<file path="src/rtl/delay_line_ctrl_if.sv">
//==============================================================================
// delay_line_ctrl_if: single-port synchronous RAM bus used by the delay-line controller
// Revision: 1.0
//==============================================================================
`default_nettype none

interface delay_line_ctrl_if #(
  parameter int ADDR_W = 13,
  parameter int DATA_W = 11
);
  logic [ADDR_W-1:0] ram_addr;
  logic              ram_we;
  logic [DATA_W-1:0] ram_wdata;
  logic [DATA_W-1:0] ram_rdata;

  modport master (
    output ram_addr,
    output ram_we,
    output ram_wdata,
    input  ram_rdata
  );

  modport slave (
    input  ram_addr,
    input  ram_we,
    input  ram_wdata,
    output ram_rdata
  );
endinterface

`default_nettype wire

</file>
<file path="src/rtl/delay_line_ctrl.sv">
//==============================================================================
// delay_line_ctrl: frame-timed multi-tap circular delay line with fill guard and delay-0 bypass
// Revision: 1.0
//==============================================================================
`default_nettype none

module delay_line_ctrl #(
  parameter int ADDR_W       = 13,
  parameter int DATA_W       = 11,
  parameter int NTAPS        = 4,
  parameter int FRAME_CYCLES = 833,
  parameter int RAM_LAT      = 1
) (
  input  logic                    clk,
  input  logic                    reset,
  input  logic [DATA_W-1:0]       sample_in,
  input  logic [NTAPS*ADDR_W-1:0] tap_delay,
  input  logic [NTAPS-1:0]        tap_en,
  delay_line_ctrl_if.master       ram,
  output logic                    frame_start,
  output logic [NTAPS*DATA_W-1:0] tap_data,
  output logic                    taps_valid,
  output logic [ADDR_W-1:0]       wr_ptr
);

  localparam int c_fc_w    = (FRAME_CYCLES > 1) ? $clog2(FRAME_CYCLES) : 1;
  localparam int c_idx_w   = (NTAPS > 1) ? $clog2(NTAPS) : 1;
  localparam int c_cnt_max = (NTAPS > RAM_LAT) ? NTAPS : RAM_LAT;
  localparam int c_cnt_w   = $clog2(c_cnt_max + 1);

  localparam logic [c_fc_w-1:0]  c_fc_last  = c_fc_w'(FRAME_CYCLES - 1);
  localparam logic [c_cnt_w-1:0] c_last_tap = c_cnt_w'(NTAPS - 1);
  localparam logic [c_cnt_w-1:0] c_last_lat = c_cnt_w'(RAM_LAT - 1);

  localparam logic [2:0] c_idle  = 3'd0;
  localparam logic [2:0] c_read  = 3'd1;
  localparam logic [2:0] c_drain = 3'd2;
  localparam logic [2:0] c_write = 3'd3;
  localparam logic [2:0] c_done  = 3'd4;

  logic [c_fc_w-1:0]        fc_q, fc_d;
  logic [2:0]               state_q, state_d;
  logic [c_cnt_w-1:0]       cnt_q, cnt_d;
  logic [DATA_W-1:0]        sample_q, sample_d;
  logic [NTAPS*ADDR_W-1:0]  delay_q, delay_d;
  logic [NTAPS-1:0]         en_q, en_d;
  logic [ADDR_W-1:0]        wr_ptr_q, wr_ptr_d;
  logic [ADDR_W-1:0]        fill_q, fill_d;
  logic [NTAPS*DATA_W-1:0]  tap_data_q, tap_data_d;
  logic                     taps_valid_q, taps_valid_d;
  logic [DATA_W-1:0]        shadow_q [NTAPS];
  logic [DATA_W-1:0]        shadow_d [NTAPS];
  logic                     pipe_vld_q [RAM_LAT];
  logic                     pipe_vld_d [RAM_LAT];
  logic [c_idx_w-1:0]       pipe_idx_q [RAM_LAT];
  logic [c_idx_w-1:0]       pipe_idx_d [RAM_LAT];

  logic [ADDR_W-1:0]        rd_delay;
  logic [ADDR_W-1:0]        tap_d;
  logic                     cap_vld;
  logic [c_idx_w-1:0]       cap_idx;

  assign frame_start = (fc_q == '0);
  assign tap_data    = tap_data_q;
  assign taps_valid  = taps_valid_q;
  assign wr_ptr      = wr_ptr_q;

  // RAM port: read addresses use natural modulo wrap of the write pointer
  always_comb begin
    rd_delay      = delay_q[cnt_q*ADDR_W +: ADDR_W];
    ram.ram_we    = 1'b0;
    ram.ram_addr  = wr_ptr_q;
    ram.ram_wdata = sample_q;
    if (state_q == c_read) begin
      ram.ram_addr = wr_ptr_q - rd_delay;
    end
    if (state_q == c_write) begin
      ram.ram_we = 1'b1;
    end
  end

  always_comb begin
    fc_d         = (fc_q == c_fc_last) ? '0 : fc_q + 1'b1;
    state_d      = state_q;
    cnt_d        = cnt_q;
    sample_d     = sample_q;
    delay_d      = delay_q;
    en_d         = en_q;
    wr_ptr_d     = wr_ptr_q;
    fill_d       = fill_q;
    tap_data_d   = tap_data_q;
    taps_valid_d = 1'b0;

    if (frame_start) begin
      sample_d = sample_in;
      delay_d  = tap_delay;
      en_d     = tap_en;
    end

    case (state_q)
      c_idle: begin
        if (frame_start) begin
          state_d = c_read;
          cnt_d   = '0;
        end
      end
      c_read: begin
        if (cnt_q == c_last_tap) begin
          state_d = c_drain;
          cnt_d   = '0;
        end else begin
          cnt_d = cnt_q + 1'b1;
        end
      end
      c_drain: begin
        if (cnt_q == c_last_lat) begin
          state_d = c_write;
        end else begin
          cnt_d = cnt_q + 1'b1;
        end
      end
      c_write: begin
        wr_ptr_d     = wr_ptr_q + 1'b1;
        fill_d       = (fill_q == '1) ? fill_q : fill_q + 1'b1;
        taps_valid_d = 1'b1;
        state_d      = c_done;
        for (int i = 0; i < NTAPS; i++) begin
          tap_data_d[i*DATA_W +: DATA_W] = shadow_q[i];
        end
      end
      c_done: begin
        state_d = c_idle;
      end
      default: begin
        state_d = c_idle;
      end
    endcase
  end

  // Tap index travels alongside the RAM read so each return lands in its own slot
  always_comb begin
    pipe_vld_d[0] = (state_q == c_read);
    pipe_idx_d[0] = cnt_q[c_idx_w-1:0];
    for (int k = 1; k < RAM_LAT; k++) begin
      pipe_vld_d[k] = pipe_vld_q[k-1];
      pipe_idx_d[k] = pipe_idx_q[k-1];
    end
    cap_vld = pipe_vld_q[RAM_LAT-1];
    cap_idx = pipe_idx_q[RAM_LAT-1];
    tap_d   = '0;
    for (int i = 0; i < NTAPS; i++) begin
      tap_d       = delay_q[i*ADDR_W +: ADDR_W];
      shadow_d[i] = shadow_q[i];
      if (cap_vld && (cap_idx == c_idx_w'(i))) begin
        if (!en_q[i]) begin
          shadow_d[i] = '0;
        end else if (tap_d == '0) begin
          shadow_d[i] = sample_q;
        end else if (tap_d > fill_q) begin
          shadow_d[i] = '0;
        end else begin
          shadow_d[i] = ram.ram_rdata;
        end
      end
    end
  end

  always_ff @(posedge clk or posedge reset) begin
    if (reset) begin
      fc_q         <= '0;
      state_q      <= c_idle;
      cnt_q        <= '0;
      sample_q     <= '0;
      delay_q      <= '0;
      en_q         <= '0;
      wr_ptr_q     <= '0;
      fill_q       <= '0;
      tap_data_q   <= '0;
      taps_valid_q <= 1'b0;
      for (int i = 0; i < NTAPS; i++) begin
        shadow_q[i] <= '0;
      end
      for (int k = 0; k < RAM_LAT; k++) begin
        pipe_vld_q[k] <= 1'b0;
        pipe_idx_q[k] <= '0;
      end
    end else begin
      fc_q         <= fc_d;
      state_q      <= state_d;
      cnt_q        <= cnt_d;
      sample_q     <= sample_d;
      delay_q      <= delay_d;
      en_q         <= en_d;
      wr_ptr_q     <= wr_ptr_d;
      fill_q       <= fill_d;
      tap_data_q   <= tap_data_d;
      taps_valid_q <= taps_valid_d;
      for (int i = 0; i < NTAPS; i++) begin
        shadow_q[i] <= shadow_d[i];
      end
      for (int k = 0; k < RAM_LAT; k++) begin
        pipe_vld_q[k] <= pipe_vld_d[k];
        pipe_idx_q[k] <= pipe_idx_d[k];
      end
    end
  end

endmodule

`default_nettype wire

</file>
<file path="src/flat_wrapper.sv">
// flat-port wrapper written by rule: the top's interface ports become plain ports
module delay_line_ctrl_flat 
#(
  parameter int ADDR_W       = 13,
  parameter int DATA_W       = 11,
  parameter int NTAPS        = 4,
  parameter int FRAME_CYCLES = 833,
  parameter int RAM_LAT      = 1
)
  (clk, reset, sample_in, tap_delay, tap_en, frame_start, tap_data, taps_valid, wr_ptr, ram_ram_addr, ram_ram_we, ram_ram_wdata, ram_ram_rdata);
  delay_line_ctrl_if #(.ADDR_W(ADDR_W), .DATA_W(DATA_W)) ram_i ();
  input  logic clk;
  input  logic reset;
  input  logic [DATA_W-1:0] sample_in;
  input  logic [NTAPS*ADDR_W-1:0] tap_delay;
  input  logic [NTAPS-1:0] tap_en;
  output logic frame_start;
  output logic [NTAPS*DATA_W-1:0] tap_data;
  output logic taps_valid;
  output logic [ADDR_W-1:0] wr_ptr;
  output wire logic [$bits(ram_i.ram_addr)-1:0] ram_ram_addr;
  output wire logic [$bits(ram_i.ram_we)-1:0] ram_ram_we;
  output wire logic [$bits(ram_i.ram_wdata)-1:0] ram_ram_wdata;
  input wire logic [$bits(ram_i.ram_rdata)-1:0] ram_ram_rdata;
  assign ram_ram_addr = ram_i.ram_addr;
  assign ram_ram_we = ram_i.ram_we;
  assign ram_ram_wdata = ram_i.ram_wdata;
  assign ram_i.ram_rdata = ram_ram_rdata;
  delay_line_ctrl #(.ADDR_W(ADDR_W), .DATA_W(DATA_W), .NTAPS(NTAPS), .FRAME_CYCLES(FRAME_CYCLES), .RAM_LAT(RAM_LAT)) u_core (.clk(clk), .reset(reset), .sample_in(sample_in), .tap_delay(tap_delay), .tap_en(tap_en), .ram(ram_i), .frame_start(frame_start), .tap_data(tap_data), .taps_valid(taps_valid), .wr_ptr(wr_ptr));
endmodule
</file>
<file path="config.mk">
export PLATFORM = sky130hd
export DESIGN_NAME = delay_line_ctrl_flat
export DESIGN_NICKNAME = d
export VERILOG_FILES = /design/src/rtl/delay_line_ctrl_if.sv /design/src/rtl/delay_line_ctrl.sv /design/src/flat_wrapper.sv
export SDC_FILE = /design/constraint.sdc
export NUM_CORES = 1
export LEC_CHECK = 0
export CAP_MARGIN = 25
export CORE_ASPECT_RATIO = 1.25
export CORE_UTILIZATION = 49
export CTS_CLUSTER_DIAMETER = 80
export CTS_CLUSTER_SIZE = 16
export DETAILED_ROUTE_END_ITERATION = 6
export GPL_ROUTABILITY_DRIVEN = 0
export PLACE_DENSITY = 0.77
export SLEW_MARGIN = 30
export SYNTH_ARGS = -nofsm -noshare
export SYNTH_HDL_FRONTEND = slang
export SYNTH_SLANG_ARGS = --single-unit
</file>
<file path="constraint.sdc">
create_clock -name clk -period 6.9 [get_ports clk]
set_clock_uncertainty 0.15 [all_clocks]
set_input_delay 1.38 -clock clk [delete_from_list [all_inputs] [get_ports clk]]
set_output_delay 1.38 -clock clk [all_outputs]
set_load 0.03 [all_outputs]
</file>
Yosys cells after proc, flatten, opt, wreduce, memory -nomap -nowiden
Cells that the tools add are included.
{"block": "totals", "ff_bits": 201, "in_bits": 80, "out_inout_bits": 84, "word_cells": 80}
{"block": "op_classes", "n_addsub": 5, "multipliers": 1, "order_cmp": 4, "eq_ne": 13, "shifts": 1, "mux": 23, "n_bitwise": 1, "reduce_logical": 16}
{"op": "11-bit 2-to-1 mux", "n": 12}
{"op": "13-bit greater-than comparator", "n": 4}
{"op": "13-bit zero test", "n": 4}
{"op": "52-bit by 8-bit indexed part select with 13-bit output", "n": 1}
{"op": "13-bit by 1-bit adder with 13-bit output, second input constant", "n": 2}
{"op": "3-bit 2-to-1 mux", "n": 6}
{"op": "13-bit equality test, second input constant", "n": 1}
{"op": "13-bit 2-to-1 mux", "n": 1}
{"op": "13-bit subtractor", "n": 1}
{"op": "3-bit one-hot mux with 4 select lines", "n": 1}
{"op": "10-bit by 1-bit adder with 10-bit output, second input constant", "n": 1}
{"op": "10-bit equality test, second input constant", "n": 1}
{"op": "10-bit zero test", "n": 1}
{"op": "10-bit 2-to-1 mux", "n": 1}
{"op": "3-bit by 2-bit equality test with 1-bit output, second input constant", "n": 3}
{"op": "3-bit one-hot mux with 3 select lines", "n": 1}
{"op": "3-bit by 4-bit multiplier with 7-bit output, second input constant", "n": 1}
{"op": "3-bit zero test", "n": 2}
{"op": "2-bit != test, second input constant", "n": 3}
{"op": "3-bit AND reduction", "n": 2}
{"op": "2-bit equality test, second input constant", "n": 2}
{"op": "1-bit logical AND", "n": 4}
{"op": "3-bit by 1-bit adder with 3-bit output, second input constant", "n": 1}
{"op": "3-bit by 1-bit equality test with 1-bit output, second input constant", "n": 1}
{"op": "7 further kinds", "n": 7}

Depth between registers and ports, before layout
Gate-level depths: netlist of run 1.
{"block": "depth", "word_depth": 4, "depth_mapped": 12, "ltp_nobuf": 11}

Least setup slack after synthesis of run 1
Ideal clock, no wire load.
{"block": "synth_path", "path_type": "flip-flop to output port", "from": "reg u_core.cnt_q[0]", "to": "out ram_ram_addr[10]", "t_arrival_ps": 3295, "required_ps": 5370, "setup_slack_ps": 2075, "stages_incl_launch_ff": 13, "path_cell_list": "dfrtp_1 buf_2 buf_2 mux4_2 and2_1 ha_1 fa_1 nor2b_1 o31ai_1 a21oi_1 a31oi_1 xor2_1 o21ai_0"}
{"block": "synth_via", "elab_chain_cells": 4}
{"element": "start, declared", "line": "delay_line_ctrl.sv:43", "text": "logic [c_cnt_w-1:0] cnt_q, cnt_d;"}
{"element": "start signal, assigned", "line": "delay_line_ctrl.sv:190", "text": "cnt_q <= cnt_d;"}
{"element": "3-bit by 4-bit multiplier with 7-bit output", "line": "delay_line_ctrl.sv:70", "text": "rd_delay = delay_q[cnt_q*ADDR_W +: ADDR_W];"}
{"element": "52-bit by 8-bit indexed part select with 13-bit output", "line": "delay_line_ctrl.sv:70"}
{"element": "13-bit subtractor", "line": "delay_line_ctrl.sv:75", "text": "ram.ram_addr = wr_ptr_q - rd_delay;"}
{"element": "13-bit 2-to-1 mux", "line": "delay_line_ctrl.sv:74", "text": "if (state_q == c_read) begin"}
{"element": "end, declared", "line": "flat_wrapper.sv:21", "text": "output wire logic [$bits(ram_i.ram_addr)-1:0] ram_ram_addr;"}
No other way between the ends.

Final worst setup path of run 1
{"block": "layout_path", "from": "reg u_core.cnt_q[0]", "to": "out ram_ram_addr[12]"}
Same word-level chain as after synthesis.

==> results of run 1 <==
[through the flow]
| step | setup slack (ns) | instance area, µm² | cells | power (mW) |
|---|---|---|---|---|
| after floorplan | 2.07 | 10600 | 1009 | 1.39 |
| after global placement | 1.47 | 12500 | 1410 | 1.51 |
| after detailed placement | 1.44 | 12500 | 1410 | 1.52 |
| after CTS | 0.922 | 12900 | 1430 | 2.38 |
| after global routing | 0.592 | 12900 | 1430 | 2.45 |
| final | 0.932 | 12900 | 1430 | 2.37 |
[cell type report]
cell class,count,area [µm²],share of cell area
Inverter,38,146,0.0113
Tap cell,274,343,0.0265
Clock inverter,1,5.00,0.000387
Timing Repair Buffer,171,1690,0.131
Clock buffer,19,453,0.0350
Sequential cell,201,5030,0.389
Multi-Input combinational cell,726,5270,0.407
[state kept, by name, summed over array words and instances (netlist names)]
| register | cells |
|---|---|
| u_core.wr_ptr | 13 |
| u_core.fc_q | 10 |
| u_core.shadow_q | 44 |
| u_core.cap_vld | 1 |
| u_core.state_q | 3 |
| u_core.tap_data | 44 |
| u_core.fill_q | 13 |
| u_core.cap_idx | 2 |
| u_core.taps_valid | 1 |
| u_core.cnt_q | 3 |
| u_core.ram.ram_wdata | 11 |
| u_core.en_q | 4 |
| u_core.delay_q | 52 |
[critical path, delay by kind of cell (launching register included)]
family	cells	cell delay (ns)
flops	1	0.90
fa+ha+maj	1	0.27
buf+inv	1	0.68
compound gates	3	0.85
mux	2	0.84
simple gates	2	0.24
xor+xnor	1	0.16
[cell usage in the layout (no fill, tap or decap), drive strengths merged, types with 19 or more instances in the layout]
| cell | netlist | routed |
|---|---|---|
| clkdlybuf4s50 | 0 | 163 |
| nand2 | 192 | 192 |
| clkbuf | 26 | 19 |
| mux2 | 70 | 70 |
| nand4 | 20 | 20 |
| dfrtp | 201 | 201 |
| nor2 | 31 | 31 |
| xnor2 | 26 | 26 |
| a22oi | 44 | 44 |
| inv | 38 | 37 |
| o21ai | 48 | 48 |
| ha | 72 | 72 |
| nand3 | 26 | 26 |
| a21o | 23 | 23 |
[routing by layer]
layer / part of all wire / vias up / global-route usage / routed length (µm)
met5: 0 / - / 0 / 0
met4: 0.045 / 0 / 0.113 / 1270
met3: 0.058 / 97 / 0.0323 / 1620
met2: 0.49 / 359 / 0.431 / 13600
met1: 0.41 / 4205 / 0.334 / 11500
li1: - / 3882 / - / -
[power by group]
part | internal (mW) | switching (mW) | total, mW
registers | 1.21 | 0.0442 | 1.26
logic | 0.120 | 0.120 | 0.240
clock network | 0.461 | 0.409 | 0.869
total | 1.79 | 0.573 | 2.37
[worst paths after layout]
kind,to,cells past startpoint,slack (ns),startpoint
setup / recovery,ram_ram_addr[12],10,0.93,u_core.cnt_q[0]$_DFFE_PP0P_
hold / removal,u_core.tap_data[24]$_DFFE_PP0P_,2,0.32,u_core.shadow_q[13]$_DFFE_PP0P_
setup reg to reg,u_core.shadow_q[33]$_DFFE_PP0P_,8,3.81,u_core.fill_q[10]$_DFFE_PP0P_
hold reg to reg,u_core.tap_data[24]$_DFFE_PP0P_,2,0.32,u_core.shadow_q[13]$_DFFE_PP0P_
max in group asynchronous,u_core.shadow_q[24]$_DFFE_PP0P_,3,4.23,reset
min in group asynchronous,u_core.wr_ptr[7]$_DFFE_PP0P_,2,1.22,reset
[logic make-up (layout without fill, tap and decap cells)]
group	count (synthesis)	in the layout	synth area share
AOI/OAI and AO/OA	192	192	0.123
xor gates and xnor gates	35	35	0.0289
adders and majority gates	73	73	0.0867
buffers and inverters	82	229	0.0317
DFF	201	201	0.474
muxes	87	87	0.104
and+or+nand+nor	339	339	0.152
==> results_dict.tcl, run 1 <==
set metrics [dict create \
    async_flop_share 1.00 \
    start_kind "flop" \
    finalHoldViolCount 0 \
    layout.nets 1307 \
    antenna_found_initial 0 \
    cts_tree "built" \
    coreArea_mm2 0.0210 \
    clkSinkCount 201 \
    finalCritPeriodShare 0.865 \
    grtUsageTotal 0.257 \
    maxCapViolCount 0 \
    synth_fp_nets 1162 \
    synth_seq_cells 201 \
    antenna_cells 0 \
    synth_area_leader_cell "dfrtp_1" \
    synthCells 1009 \
    vias_per_cell 5.97 \
    fill_cells 1763 \
    drcViolationCount 0 \
    detail-route-antenna-nets 0 \
    yosys-top-cells-area "dfrtp_1, ha_1, mux2_2, nand2_1, a22oi_1" \
    dp_hpwl_mm 20.8 \
    status "completed" \
    power.density_mw_per_mm2 183 \
    wire_per_inst_um 19.6 \
    synth_edf_count 0 \
    ir_worst_vdd_mv 0.186 \
    die_y_um 167 \
    crit_slowest_cell "dfrtp_1" \
    first_pass_iters 5 \
    ioPinCount 164 \
    post_cts_buffers 0 \
    drtIter0Drc 685 \
    worst_pin_slew_ns 1.03 \
    critPathMaxFanout 19 \
    grt_pass1_vias 8360 \
    rsz0062_at_grt "no" \
    root_buffer "clkbuf_16" \
    leakagePower_nw 5.71 \
    slew_headroom 0.311 \
    clockBufferDepth 3 \
    hp-class "reg2reg" \
    synth_warnings 0 \
    via_count 8543 \
    path_class "reg2out" \
    setup_viol_count_final 0 \
    min_period_ns 5.97 \
    ys_seq_area_frac 0.474 \
    path_cells "mux4_2, nand2_1, ha_1, nor2b_1, o31ai_1, a21oi_1, a311oi_1, mux2i_1, xor2_1, clkdlybuf4s50_1" \
    finalHoldWorstSlack_ns 0.320 \
    final_core_util 0.615 \
    syn_area_per_cell_um2 10.5 \
    cp.arrival_ns 4.44 \
    htreeDepth 1 \
    yosysMostFrequentCell "dfrtp_1" \
    crit_required_ns 5.37 \
    clkTransAtPathRegs_ns 0.07 \
    synthToLayoutAreaGrowth_pct 21.9 \
    synth.top_cell.area_share 0.474 \
    grt-ovfl-total 0 \
    numCtsBuffers 16 \
    grt_max_degree 71 \
    wl_mm 28.0 \
    clk-insertion-delay-late_ns 0.48 \
    slew_viol_final 0 \
    ys_types 62 \
    layout-drive-gt1-share 0.108 \
    die-area_mm2 0.0223 \
    cts_resized 0 \
    portBuffers 163 \
    grt_first_pass_wirelength_mm 45.3 \
    die-width_um 134 \
    ys.flop_type "dfrtp_1" \
    start_util 0.505 \
    num_rows 59 \
    fmax_mhz 168 \
    endpoint_kind "primary output" \
    syn_area_mm2 0.0106 \
    max_stage_delay_ns 0.90 \
    finalSetupTns_ns 0 \
    holdBufCountCts 0 \
    ys_top_cells_by_count "dfrtp_1, nand2_1, ha_1" \
]
Note: power is estimated with default switching activity, not from simulation.
==> run 2: changes to the inputs <==
- CORE_MARGIN: unset -> 3
==> run 2 against run 1 <==
Compared with the run above:
- final area barely moved
- wire length rose by 0.51%
- clock-buffer cell count fell by 1
- first-iteration DRC count rose by 30%
- critical path depth rose by 1
- fmax rose by 1.2%
- via count fell by 2.1%
- largest power group unchanged
- critical path type unchanged
- total power fell by 0.94%
- combinational power barely moved
- critical endpoint unchanged
==> results_dict.tcl, run 2 (synthesis results as in run 1) <==
set metrics [dict create \
    ioPinCount 164 \
    clkTransAtPathRegs_ns 0.07 \
    coreArea_mm2 0.0210 \
    clkSinkCount 201 \
    die-area_mm2 0.0235 \
    crit_path_start "u_core.cnt_q[1]$_DFFE_PP0P_" \
    antenna_cells 0 \
    root_buffer "clkbuf_16" \
    cts_tree "built" \
    layout-drive-gt1-share 0.109 \
    ir_worst_vdd_mv 0.193 \
    cts_resized 0 \
    clk-insertion-delay-late_ns 0.48 \
    numCtsBuffers 16 \
    finalHoldViolCount 0 \
    hp-class "reg2reg" \
    grt-ovfl-total 0 \
    cp.arrival_ns 4.37 \
    wl_met3_mm 1.62 \
    drcViolationCount 0 \
    wl_mm 28.1 \
    wl_met2_mm 14.1 \
    route.top_layer_used "met4" \
    finalNonFillerCells 1430 \
    die-width_um 138 \
    crit-reg2reg-launch "u_core.fill_q[10]$_DFFE_PP0P_" \
    hold_start "u_core.shadow_q[17]$_DFFE_PP0P_" \
    slew_headroom 0.279 \
    vias_per_cell 5.85 \
    htreeDepth 1 \
    wire_per_inst_um 19.7 \
    met1_length_mm 11.7 \
    grt_pass1_vias 8283 \
    final_common_cell "dfrtp_1" \
    layout.nets 1308 \
    via_count 8367 \
    detail-route-antenna-nets 0 \
    dp_hpwl_mm 20.9 \
    die_y_um 171 \
    slew_viol_final 0 \
    dp.cells 1411 \
    clockBufferDepth 3 \
    post_cts_buffers 0 \
    power_mw 2.35 \
    drtIter0Drc 890 \
    finalSetupTns_ns 0 \
    fmax_mhz 170 \
    grtUsageTotal 0.240 \
    regMostFlops "u_core.delay_q" \
    layout_common_cells "dfrtp_1, nand2_1, clkdlybuf4s50_1" \
    holdBufCountCts 0 \
    crit_required_ns 5.37 \
    largest_reg_flops 52 \
    max_stage_delay_ns 0.74 \
    num_rows 59 \
    setup_viol_count_final 0 \
    path_class "reg2out" \
    power.density_mw_per_mm2 181 \
    crit_slowest_cell "dfrtp_1" \
    finalCritPeriodShare 0.854 \
    maxCapViolCount 0 \
    grt_max_degree 71 \
    start_util 0.505 \
    finalHoldWorstSlack_ns 0.315 \
    min_period_ns 5.90 \
    rsz0062_at_grt "no" \
    grt_first_pass_wirelength_mm 44.6 \
    start_kind "flop" \
    synthToLayoutAreaGrowth_pct 21.9 \
    path_cells "mux4_2, and2_1, ha_1, fa_1, nor2b_1, o31ai_1, a21oi_1, a311oi_1, mux2i_1, xor2_1, clkdlybuf4s50_1" \
    worst_pin_slew_ns 1.08 \
    critPathMaxFanout 17 \
    leakagePower_nw 5.71 \
    portBuffers 163 \
    status "completed" \
    endpoint_kind "primary output" \
    antenna_found_initial 0 \
    first_pass_iters 5 \
]
run 2: area by class of cell:
class	count	area [µm²]
Clock buffer	18	429
Tap cell	274	343
Fill cell	1729	8090
Sequential cell	201	5030
Multi-Input combinational cell	726	5270
Inverter	38	146
Timing Repair Buffer	172	1720
Clock inverter	1	8.76
run 2: path summary, 6_finish.rpt:
kind	cells past startpoint	end	slack (ns)
max	11	ram_ram_addr[12]	1.00
min	2	u_core.tap_data[28]$_DFFE_PP0P_	0.31
max reg2reg	8	u_core.shadow_q[19]$_DFFE_PP0P_	3.70
min reg2reg	2	u_core.tap_data[28]$_DFFE_PP0P_	0.31
max in group asynchronous	3	u_core.delay_q[16]$_DFFE_PP0P_	4.33
min in group asynchronous	2	u_core.wr_ptr[9]$_DFFE_PP0P_	1.16
run 2: power breakdown:
group | internal, mW | leakage, nW | total [mW] | switching, mW
Combinational | 0.120 | 2.90 | 0.241 | 0.120
Clock | 0.440 | 0.215 | 0.847 | 0.406
Sequential | 1.21 | 2.60 | 1.26 | 0.0437
Total | 1.77 | 5.71 | 2.35 | 0.570
run 2: routing by layer:
layer / global-route usage / vias to the layer above
met5: 0 / -
li1: - / 3884
met1: 0.319 / 4132
met4: 0.0781 / 0
met2: 0.408 / 301
met3: 0.0300 / 50
run 2: worst max-delay path, delay by kind of cell (launching register included):
kind                       cells  cell delay (ns)
AOI/OAI and AO/OA              3             0.55
xor gates and xnor gates       1             0.15
adders and majority gates      2             0.61
buffers and inverters          1             0.68
DFF                            1             0.74
muxes                          2             0.79
and+or+nand+nor                2             0.36
run 2: stage by stage:
step / area [µm²] / util / setup WS [ns]
2_1_floorplan: 10600 / - / 2.07
3_3_place_gp: 12500 / 0.592 / 1.55
3_5_place_dp: 12500 / 0.594 / 1.51
4_1_cts: 12900 / 0.615 / 0.978
5_1_grt: 12900 / 0.615 / 0.758
6_report: 12900 / 0.615 / 1.00
